**config.mk**
```make
export PLATFORM = sky130hd
export DESIGN_NAME = dct_mac_pipe
export DESIGN_NICKNAME = d
export VERILOG_FILES = /design/src/rtl/dct_mac_pipe.sv
export SDC_FILE = /design/constraint.sdc
export NUM_CORES = 1
export LEC_CHECK = 0
export BUFFER_PORTS_ARGS = -buffer_cell sky130_fd_sc_hd__buf_4
export CORE_AREA = 4 4 134 136
export DETAILED_ROUTE_END_ITERATION = 10
export DIE_AREA = 0 0 138 140
export PLACE_DENSITY = 0.74
export SLEW_MARGIN = 20
export SYNTH_ARGS = -nofsm -noshare
export SYNTH_HDL_FRONTEND = slang
export SYNTH_SLANG_ARGS = --single-unit
```
**constraint.sdc**
```tcl
create_clock -name clk -period 4 [get_ports clk]
set_input_delay 0.2 -clock clk [delete_from_list [all_inputs] [get_ports clk]]
set_output_delay 0.2 -clock clk [all_outputs]
set_load 0.01 [all_outputs]
```
**src/rtl/dct_mac_pipe.sv**
```systemverilog
// dct_mac_pipe: two-stage signed multiply-accumulate forming a TERMS-long dot product per block,
// with optional saturation, sticky per-block overflow, dstrb resync and a global clock enable.
module dct_mac_pipe #(
   parameter int A_W   = 8,
   parameter int B_W   = 12,
   parameter int ACC_W = 24,
   parameter int TERMS = 8,
   parameter int SAT   = 0
) (
   input  logic             clk,
   input  logic             rst,
   input  logic             ena,
   input  logic             din_valid,
   input  logic             dstrb,
   input  logic [A_W-1:0]   a,
   input  logic [B_W-1:0]   b,
   output logic [ACC_W-1:0] result,
   output logic             result_valid,
   output logic             ovf
);
   localparam int P_W = A_W + B_W;
   localparam int CW  = $clog2(TERMS);
   localparam logic [ACC_W-1:0] ACC_MAX = {1'b0, {(ACC_W-1){1'b1}}};
   localparam logic [ACC_W-1:0] ACC_MIN = {1'b1, {(ACC_W-1){1'b0}}};

   if (ACC_W < P_W || TERMS < 2) begin : g_bad_cfg
      $error("dct_mac_pipe: requires ACC_W >= A_W+B_W and TERMS >= 2");
   end

   logic [CW-1:0]    cnt_q, cnt_d, idx;
   logic             first, last;
   logic [P_W-1:0]   prod_q, prod_d;
   logic             p_vld_q, p_first_q, p_last_q;
   logic [ACC_W-1:0] acc_q, ext, base, raw, sum;
   logic             of, blk_ovf_q, blk_ovf_d;
   logic [ACC_W-1:0] result_q;
   logic             result_valid_q, ovf_q;

   // dstrb forces the current pair to be term 0, abandoning any partial block
   always_comb begin
      idx       = dstrb ? '0 : cnt_q;
      first     = idx == '0;
      last      = idx == CW'(TERMS - 1);
      cnt_d     = last ? '0 : idx + 1'b1;
      prod_d    = $signed({{B_W{a[A_W-1]}}, a}) * $signed({{A_W{b[B_W-1]}}, b});
      ext       = ACC_W'($signed(prod_q));
      base      = p_first_q ? '0 : acc_q;
      raw       = base + ext;
      of        = !p_first_q && (acc_q[ACC_W-1] == ext[ACC_W-1]) && (raw[ACC_W-1] != acc_q[ACC_W-1]);
      sum       = (SAT != 0 && of) ? (acc_q[ACC_W-1] ? ACC_MIN : ACC_MAX) : raw;
      blk_ovf_d = (!p_first_q && blk_ovf_q) || of;
   end

   always_ff @(posedge clk) begin
      if (rst) begin
         cnt_q          <= '0;
         prod_q         <= '0;
         p_vld_q        <= 1'b0;
         p_first_q      <= 1'b0;
         p_last_q       <= 1'b0;
         acc_q          <= '0;
         blk_ovf_q      <= 1'b0;
         result_q       <= '0;
         result_valid_q <= 1'b0;
         ovf_q          <= 1'b0;
      end else if (ena) begin
         p_vld_q        <= din_valid;
         result_valid_q <= p_vld_q && p_last_q;
         if (din_valid) begin
            cnt_q     <= cnt_d;
            prod_q    <= prod_d;
            p_first_q <= first;
            p_last_q  <= last;
         end
         if (p_vld_q) begin
            acc_q     <= sum;
            blk_ovf_q <= blk_ovf_d;
            if (p_last_q) begin
               result_q <= sum;
               ovf_q    <= blk_ovf_d;
            end
         end
      end
   end

   assign result       = result_q;
   assign result_valid = result_valid_q;
   assign ovf          = ovf_q;
endmodule

```
==> impl_metrics.py, run 1 <==
metrics = {
    "yosys": {
        "synth_top_area_share_pct": 21.0,
        "syn-num-nets": 1106,
        "async_reset_ff_share_pct": 0,
        "syn_area_per_cell_um2": 8.12,
        "ys_seq_elements": 77,
        "synthAdderAreaFrac_pct": 31.4,
        "yosysWarnings": 0,
        "synth_common_cells": "132 x nand2_1, 127 x inv_1, 85 x a21oi_1",
        "ys_seq_area_share_pct": 20.2,
        "syn_area_um2": 7620,
        "synth-compound-area-share_pct": 14.4,
        "synth-xor-area-share_pct": 4.14,
        "synth-simple-area-share_pct": 21.4,
        "synth_most_common_cell": "nand2_1",
        "synthFlopType": "dfxtp_1",
        "synth.largest_area_cell": "fa_1",
        "syn-instance-count": 938,
        "synth_mux_area_share_pct": 0,
        "ys_types": 54,
        "synth_top_family_by_area": "adder cells",
        "synth_area_leaders": "fa_1 21%, dfxtp_1 20%, ha_1 10%",
        "synth-edff-count": 0,
    },
    "pwr": {
        "worst_ir_drop_vdd_uv": 249,
        "p_switching_mw": 1.79,
        "power_density_nw_per_um2": 513,
        "p_leak_nw": 4.16,
        "p_clk_share_pct": 19.4,
        "power_frac_seq_pct": 19.4,
        "p_sw_share_pct": 38.9,
        "internal_power_mw": 2.81,
        "combinationalPowerShare_pct": 61.2,
    },
    "grt": {
        "grt_pass1_wl_um": 28500,
        "grt_pass1_vias": 6205,
        "antenna_found_initial": 0,
        "grt_max_degree": 74,
        "grt_overflow": 0,
        "grt_usage_pct": 17.1,
    },
    "clock_tree": {
        "htreeDepth": 3,
        "cts_sinks": 77,
        "ctsLongestPathBuffers": 2,
        "cts_tree": "built",
        "clkLatencyLatePin_ns": 0.33,
        "cts.clk_slew.worst_paths_ns": 0.06,
        "numCtsBuffers": 9,
        "clockRootBuffer": "clkbuf_16",
    },
    "finish": {
        "layout-drive-gt1-share_pct": 14.7,
        "area_growth_pct": 17.6,
        "post-route-util_pct": 52.9,
        "n_antenna_cell": 0,
        "final_cell_area_um2": 8960,
        "nNetsFinal": 1178,
        "fillers": 1571,
    },
    "floorplan": {
        "die_y_um": 140,
        "boundaryPins": 51,
        "dieArea_um2": 19300,
        "core_area_um2": 16900,
        "num_rows": 48,
        "fp.dieW_um": 138,
        "start_util_pct": 45.0,
    },
    "worst_setup_path": {
        "critPathCaptureType": "register",
        "timing.critical_path.buf_inv": 6,
        "start_kind": "input pin",
        "worstPathMaxFanout": 4,
        "crit_arrival_ns": 4.08,
        "crit_family": "adder cells",
        "required_ns": 4.27,
        "rr_startpoint": "p_first_q$_SDFFE_PP0P_",
        "path_class": "input pin to register",
        "cp-startpoint": "b[0]",
        "worstPathCellList": "buf_4 -> nand2b_1 -> fa_1 -> fa_1 -> inv_1 -> fa_1 -> inv_1 -> fa_1 -> inv_1 -> ha_1 -> inv_1 -> o211ai_1 -> buf_4 -> nand2_2 -> a211oi_2 -> xor2_1 -> nand2_1 -> a21oi_2",
        "slowest_stage": "fa_1",
        "cpPeakStageDelay_ns": 0.56,
    },
    "timing": {
        "worst_hold_slack_ns": 0.184,
        "period_share_pct": 95.3,
        "tns_ns": 0,
        "relSlewSlack_pct": 37.7,
        "setup_viol": 0,
        "max_clock_freq_mhz": 262,
        "setup_ws_ns": 0.186,
        "timing.final.crit_period_ns": 3.81,
        "finalHoldViolCount": 0,
        "maxSlewViolCount": 0,
        "tightest_slew_ns": 0.932,
        "finClkSkew_ns": 0.00700,
    },
    "placed_design": {
        "place_hpwl_um": 12800,
        "portBuffers": 50,
        "preCtsSetupSlack_ns": -0.305,
        "post_dp_cell_area_um2": 8550,
        "finalWeightedCongestion": 0.885,
    },
    "worst_hold_path": {
        "hold_path.class": "input pin to register",
        "min-delay-start": "ena",
    },
    "flow_run": {
        "cap_violations": 0,
    },
    "drt": {
        "wire_per_inst_um": 13.0,
        "final_antenna_net_count": 0,
        "drt_iter0_markers": 231,
        "wl_um": 16200,
        "routed_via_density": 5.03,
        "drt-pass1-iter-count": 5,
        "drc_errors": 0,
        "vias": 6238,
    },
    "run_status": {
        "status": "finished, final reports clean",
    },
}
## cell usage in the layout, fill, tap and decap left out, types with 3 or more instances in the layout
master     Yosys  layout
a211oi_1      17      16
a21o_1        11      11
a21oi_1       85      79
a21oi_2        0       6
and2_1        62      62
and3_1         5       5
buf_4          0     100
clkbuf_16      0       9
clkbuf_8       0       3
dfxtp_1       77      77
fa_1          80      79
ha_1          63      59
ha_4           0       4
inv_1        127     126
nand2_1      132     128
nand2_2        0       4
nand2b_1      12      12
nand3_1       12      12
nor2_1        50      48
nor2b_1       30      29
nor3_1         9       8
o211ai_1       5       5
o21a_1         5       5
o21ai_0       34      28
o21ai_1        0       6
o22ai_1        3       3
or3_1          4       4
xnor2_1       21      21
xor2_1        15      15
## what timing repair did
item / 4_1_cts / 5_1_grt
hold buffers: 0 / 0
buffers inserted: 0 / 2
hold endpoints to repair: 0 / 0
setup endpoints to repair: 0 / 9
gates resized for setup: 0 / 20
## flip-flops by register name, indices dropped and copies added (netlist names)
register	flops
prod_q	20
result_valid	1
p_first_q	1
p_vld_q	1
blk_ovf_q	1
cnt_q	3
acc_q	24
p_last_q	1
ovf	1
result	24
## cells by family after synthesis
logic type | after synthesis
and+or+nand+nor | 332
xor gates and xnor gates | 36
adders and majority gates | 143
DFF | 77
AOI/OAI and AO/OA | 181
buffers and inverters | 169
## area by class of cell
cell class	count	area [µm²]	area share (%)
multi-input cells	692	5540	61.9
flip-flops and latches	77	1540	17.2
repair buffers	102	773	8.63
inverters	128	483	5.39
well taps	225	282	3.14
clock buffers	12	267	2.98
clock inverters	3	67.6	0.754
## power by group through the flow
stage	sequential (mW)	clock [mW]	combinational, mW
5_1_grt	0.902	0.938	3.26
3_5_place_dp	0.908	0	2.70
4_1_cts	0.892	0.911	2.72
2_1_floorplan	0.890	0	1.91
6_report	0.892	0.890	2.82
3_3_place_gp	0.905	0	2.65
## per-layer routing
layer	GRT usage (%)	up-vias	wire length [µm]	part of all wire [%]
li1	-	3167	-	-
met1	24.0	2943	8050	50
met2	28.4	108	7370	46
met3	2.56	20	579	3.6
met4	3.59	0	168	1.0
met5	0	-	0	0
## worst paths after layout
check                           slack, ns                      end  depth (start not counted)
worst min register to register       0.45   acc_q[14]$_SDFFE_PP0P_                          2
worst min-delay path                 0.18     p_vld_q$_SDFFE_PP0P_                          3
worst max register to register       1.00  result[20]$_SDFFE_PP0P_                         13
worst max-delay path                 0.19  prod_q[17]$_SDFFE_PP0P_                         18
## tightest hold or removal path: stages
cell and delay, ns:
buf_4 0.11, nand2b_1 0.10, a21oi_1 0.05
## through the flow
step                      total power [mW]  cells
after CTS                             4.52   1237
after detailed placement              3.61   1222
after global placement                3.56   1222
final                                 4.60   1239
after floorplan                       2.80    938
after global routing                  5.10   1239
Note: power is estimated with default switching activity, not from simulation.
==> run 2: changes to the inputs <==
--- a/config.mk
+++ b/config.mk
@@ -6,10 +6,10 @@
 export NUM_CORES = 1
 export LEC_CHECK = 0
 export BUFFER_PORTS_ARGS = -buffer_cell sky130_fd_sc_hd__buf_4
-export CORE_AREA = 4 4 134 136
+export CORE_AREA = 4 4 136 138
 export DETAILED_ROUTE_END_ITERATION = 10
-export DIE_AREA = 0 0 138 140
-export PLACE_DENSITY = 0.74
+export DIE_AREA = 0 0 140 142
+export PLACE_DENSITY = 0.7
 export SLEW_MARGIN = 20
 export SYNTH_ARGS = -nofsm -noshare
 export SYNTH_HDL_FRONTEND = slang
==> constraint.sdc (replaced) <==
create_clock -name clk -period 4.6 [get_ports clk]
set_input_delay 0.23 -clock clk [delete_from_list [all_inputs] [get_ports clk]]
set_output_delay 0.23 -clock clk [all_outputs]
set_load 0.01 [all_outputs]
==> run 2 against run 1 <==
Net effect:
- routed wire length down 0.80%
- total power is 24% lower
- die area is 2.9% higher
- via count down 3.6%
- clock-buffer cell count did not move
- clock skew is 0.0016 ns lower
- register-to-register slack improved by 0.48 ns
- first-iteration DRC count increased by 8.7%
==> impl_metrics.py, run 2 (synthesis results as in run 1) <==
metrics = {
    "grt": {
        "grt_overflow": 0,
        "grt_pass1_vias": 5997,
        "grt_usage_pct": 16.8,
        "antenna_found_initial": 0,
        "grt_max_degree": 74,
        "grt_pass1_wl_um": 28200,
    },
    "timing": {
        "tns_ns": 0,
        "finClkSkew_ns": 0.00540,
        "timing.final.crit_period_ns": 4.15,
        "period_share_pct": 90.3,
        "tightest_slew_ns": 0.944,
        "maxSlewViolCount": 0,
        "rsz0062_at_grt": "false",
        "relSlewSlack_pct": 37.1,
        "finalHoldViolCount": 0,
        "setup_viol": 0,
        "worst_hold_slack_ns": 0.217,
        "max_clock_freq_mhz": 241,
    },
    "worst_setup_path": {
        "required_ns": 4.77,
        "start_kind": "input pin",
        "worstPathMaxFanout": 6,
        "crit_arrival_ns": 4.33,
        "path_class": "input pin to register",
        "critPathCaptureType": "register",
    },
    "clock_tree": {
        "cts_sinks": 77,
        "cts_setup_buffers": 0,
        "ctsLongestPathBuffers": 2,
        "numCtsBuffers": 9,
        "clkLatencyLatePin_ns": 0.33,
        "cts_tree": "built",
        "clockRootBuffer": "clkbuf_16",
        "cts.clk_slew.worst_paths_ns": 0.06,
        "cts_resized": 0,
        "htreeDepth": 3,
        "holdBufCountCts": 0,
    },
    "floorplan": {
        "die_y_um": 142,
        "num_rows": 48,
        "fp.dieW_um": 140,
        "core_area_um2": 17200,
        "dieArea_um2": 19900,
        "start_util_pct": 44.4,
        "boundaryPins": 51,
    },
    "drt": {
        "routed_via_density": 5.03,
        "drt_iter0_markers": 251,
        "route.top_layer_used": "met4",
        "met3_wirelength_um": 688,
        "wire_per_inst_um": 13.4,
        "drc_errors": 0,
        "drt-met1-wl_um": 8270,
        "wl_um": 16000,
        "drt-pass1-iter-count": 5,
        "final_antenna_net_count": 0,
        "vias": 6011,
        "met2WireLength_um": 6920,
    },
    "finish": {
        "final_cell_area_um2": 8480,
        "layout-drive-gt1-share_pct": 8.14,
        "mostFrequentLayoutCells": "132 x nand2_1, 127 x inv_1, 85 x a21oi_1",
        "final_common_cell": "nand2_1",
        "nNetsFinal": 1133,
        "fillers": 1705,
        "n_antenna_cell": 0,
        "area_growth_pct": 11.3,
    },
    "pwr": {
        "worst_ir_drop_vdd_uv": 265,
        "power_density_nw_per_um2": 412,
        "p_total_mw": 3.49,
        "p_leak_nw": 3.92,
    },
    "worst_hold_path": {
        "hold_path.class": "input pin to register",
    },
    "placed_design": {
        "portBuffers": 50,
        "post_dp_cell_area_um2": 8170,
        "finalWeightedCongestion": 0.874,
        "place_hpwl_um": 12600,
    },
    "flow_run": {
        "cap_violations": 0,
    },
    "run_status": {
        "status": "finished, final reports clean",
    },
}
## run 2: metal layers
metal	GRT usage (%)	vias up
met5	0	-
met3	2.42	11
met1	24.4	2799
li1	-	3082
met4	4.08	0
met2	26.6	119
## run 2: critical path, stage by stage
cell,delay [ns]
buf_4,0.11
clkinv_1,0.19
nor2_1,0.21
fa_1,0.46
fa_1,0.47
fa_1,0.54
inv_1,0.05
fa_1,0.52
inv_1,0.04
ha_1,0.30
a21o_1,0.17
a21oi_1,0.21
nand2_1,0.14
a21oi_1,0.17
o21ai_0,0.10
a21oi_1,0.18
xnor2_1,0.13
a21oi_1,0.08
## run 2: path summary, 6_finish.rpt
check | startpoint | end | slack, ns | cells past startpoint
max reg2reg | p_first_q$_SDFFE_PP0P_ | result[20]$_SDFFE_PP0P_ | 1.48 | 11
max | a[7] | prod_q[19]$_SDFFE_PP0P_ | 0.45 | 18
min reg2reg | acc_q[14]$_SDFFE_PP0P_ | acc_q[14]$_SDFFE_PP0P_ | 0.45 | 2
min | ena | p_vld_q$_SDFFE_PP0P_ | 0.22 | 3
## run 2: final cells by class
class                           instances  area, µm²  share of cell area [%]
Clock buffer                           12        236                    2.79
Clock inverter                          4       72.6                   0.856
Sequential cell                        77       1540                    18.2
Multi-Input combinational cell        692       5440                    64.1
Tap cell                              225        282                    3.32
Inverter                              128        480                    5.67
Timing Repair Buffer                   57        428                    5.05
## run 2: metrics by stage
stage / worst slack (ns) / instances / util (%)
floorplan: 0.266 / 938 / -
global placement: 0.141 / 1179 / 47.6
finish: 0.448 / 1195 / 49.4
detailed placement: 0.0813 / 1179 / 47.6
global route: 0.109 / 1195 / 49.4
CTS: 0.438 / 1195 / 49.4
## run 2: power breakdown
part | internal [mW] | total, mW | switching [mW]
combinational | 0.869 | 1.98 | 1.11
clock | 0.474 | 0.734 | 0.260
sequential | 0.732 | 0.776 | 0.0445
==> run 3: changes to the inputs <==
--- a/config.mk
+++ b/config.mk
@@ -7,9 +7,9 @@
 export LEC_CHECK = 0
 export BUFFER_PORTS_ARGS = -buffer_cell sky130_fd_sc_hd__buf_4
 export CORE_AREA = 4 4 136 138
+export CTS_CLUSTER_DIAMETER = 150
 export DETAILED_ROUTE_END_ITERATION = 10
 export DIE_AREA = 0 0 140 142
-export PLACE_DENSITY = 0.7
 export SLEW_MARGIN = 20
 export SYNTH_ARGS = -nofsm -noshare
 export SYNTH_HDL_FRONTEND = slang
==> constraint.sdc (replaced) <==
create_clock -name clk -period 4.6 [get_ports clk]
set_input_delay 0.46 -clock clk [delete_from_list [all_inputs] [get_ports clk]]
set_output_delay 0.46 -clock clk [all_outputs]
set_load 0.01 [all_outputs]
==> run 3 against run 2 <==
Net effect:
- sequential power about the same
- utilization increased by 0.40 points
- clock power decreased by 16%
==> impl_metrics.py, run 3 (synthesis results as in run 1) <==
metrics = {
    "run_status": {
        "status": "finished, final reports clean",
    },
    "pwr": {
        "power_density_nw_per_um2": 410,
        "worst_ir_drop_vdd_uv": 280,
        "p_total_mw": 3.50,
        "p_leak_nw": 3.98,
    },
    "drt": {
        "drt-pass1-iter-count": 4,
        "wire_per_inst_um": 13.2,
        "drc_errors": 0,
        "final_antenna_net_count": 0,
        "wl_um": 16000,
        "vias": 6003,
        "routed_via_density": 4.96,
        "drt_iter0_markers": 257,
    },
    "worst_setup_path": {
        "critPathCaptureType": "register",
        "reg2reg_depth": 12,
        "worstPathMaxFanout": 6,
        "path_class": "input pin to register",
        "required_ns": 4.78,
        "cp-startpoint": "a[7]",
        "crit_path_end": "prod_q[19]$_SDFFE_PP0P_",
        "r2r_slack_ns": 1.49,
        "start_kind": "input pin",
        "rr_startpoint": "p_first_q$_SDFFE_PP0P_",
        "r2r-end": "result[21]$_SDFFE_PP0P_",
        "crit_arrival_ns": 4.51,
    },
    "floorplan": {
        "num_rows": 48,
        "die_y_um": 142,
        "core_area_um2": 17200,
        "boundaryPins": 51,
        "fp.dieW_um": 140,
        "start_util_pct": 44.4,
        "dieArea_um2": 19900,
    },
    "clock_tree": {
        "cts_resized": 0,
        "ctsLongestPathBuffers": 2,
        "cts_setup_buffers": 0,
        "htreeDepth": 3,
        "cts_sinks": 77,
        "cts.clk_slew.worst_paths_ns": 0.05,
        "holdBufCountCts": 0,
        "clkLatencyLatePin_ns": 0.33,
        "clockRootBuffer": "clkbuf_16",
        "numCtsBuffers": 9,
        "cts_tree": "built",
    },
    "grt": {
        "antenna_found_initial": 0,
        "grt_overflow": 0,
        "grt_max_degree": 74,
        "grt_pass1_wl_um": 28100,
        "grt_usage_pct": 16.8,
        "grt_pass1_vias": 5911,
    },
    "timing": {
        "finalHoldViolCount": 0,
        "tns_ns": 0,
        "maxSlewViolCount": 0,
        "timing.final.crit_period_ns": 4.33,
        "max_clock_freq_mhz": 231,
        "rsz0062_at_grt": "false",
        "finClkSkew_ns": 0.00407,
        "relSlewSlack_pct": 36.9,
        "setup_viol": 0,
        "period_share_pct": 94.1,
        "tightest_slew_ns": 0.946,
    },
    "flow_run": {
        "cap_violations": 0,
    },
    "placed_design": {
        "dpl.cell_count": 1195,
        "finalWeightedCongestion": 0.835,
        "place_hpwl_um": 12800,
        "portBuffers": 50,
    },
    "finish": {
        "post-route-util_pct": 49.8,
        "area_growth_pct": 12.2,
        "layout-drive-gt1-share_pct": 9.75,
        "n_antenna_cell": 0,
        "mostFrequentLayoutCells": "132 x nand2_1, 127 x inv_1, 85 x a21oi_1",
        "fillers": 1738,
        "nNetsFinal": 1149,
        "final_cell_count_no_fill": 1210,
        "final_common_cell": "nand2_1",
    },
    "worst_hold_path": {
        "hold_path.class": "register to register",
    },
}
[run 3: final cells by class]
cell class / count / area, µm² / area share [%]
Multi-Input combinational cell: 692 / 5440 / 63.6
Sequential cell: 77 / 1540 / 18.0
Timing Repair Buffer: 73 / 548 / 6.41
Inverter: 128 / 480 / 5.62
Tap cell: 225 / 282 / 3.29
Clock buffer: 10 / 229 / 2.68
Clock inverter: 5 / 28.8 / 0.337
[run 3: critical path, stage by stage]
cell      delay, ns
buf_4          0.09
clkinv_1       0.17
nor2_1         0.21
fa_1           0.44
fa_1           0.52
fa_1           0.54
inv_1          0.05
fa_1           0.52
inv_1          0.04
ha_1           0.29
o21ai_0        0.17
nand2_1        0.09
and4_1         0.21
a21oi_1        0.19
o21ai_0        0.11
a21oi_1        0.18
xnor2_1        0.14
a21oi_1        0.08
[run 3: routing by layer]
| metal | GRT usage [%] | wire length [µm] | vias to the layer above |
|---|---|---|---|
| li1 | - | - | 3110 |
| met1 | 24.1 | 8120 | 2780 |
| met2 | 27.5 | 7150 | 102 |
| met3 | 1.21 | 519 | 11 |
| met4 | 5.05 | 216 | 0 |
| met5 | 0 | 0 | - |
[run 3: stage by stage]
step	area, µm²	worst slack, ns	hold slack (ns)
4_1_cts	8550	0.248	0.450
6_report	8550	0.271	0.448
3_5_place_dp	8290	-0.0991	0.443
3_3_place_gp	8290	-0.0514	0.439
5_1_grt	8550	0.0112	0.463
2_1_floorplan	7620	0.0359	0.432
[run 3: worst min-delay path by stage]
stage / from / end / slack (ns) / cells after the start
CTS: acc_q[0]$_SDFFE_PP0P_ / acc_q[0]$_SDFFE_PP0P_ / 0.45 / 2
finish: acc_q[14]$_SDFFE_PP0P_ / acc_q[14]$_SDFFE_PP0P_ / 0.45 / 2
global placement: acc_q[9]$_SDFFE_PP0P_ / acc_q[9]$_SDFFE_PP0P_ / 0.44 / 2
detailed placement: acc_q[0]$_SDFFE_PP0P_ / acc_q[0]$_SDFFE_PP0P_ / 0.44 / 2
floorplan: acc_q[0]$_SDFFE_PP0P_ / acc_q[0]$_SDFFE_PP0P_ / 0.43 / 2
global route: acc_q[0]$_SDFFE_PP0P_ / acc_q[0]$_SDFFE_PP0P_ / 0.46 / 2
[run 3: where the power goes]
part,switching [mW],internal (mW)
clock,0.259,0.359
combinational,1.13,0.972
sequential,0.0470,0.732
total,1.44,2.06
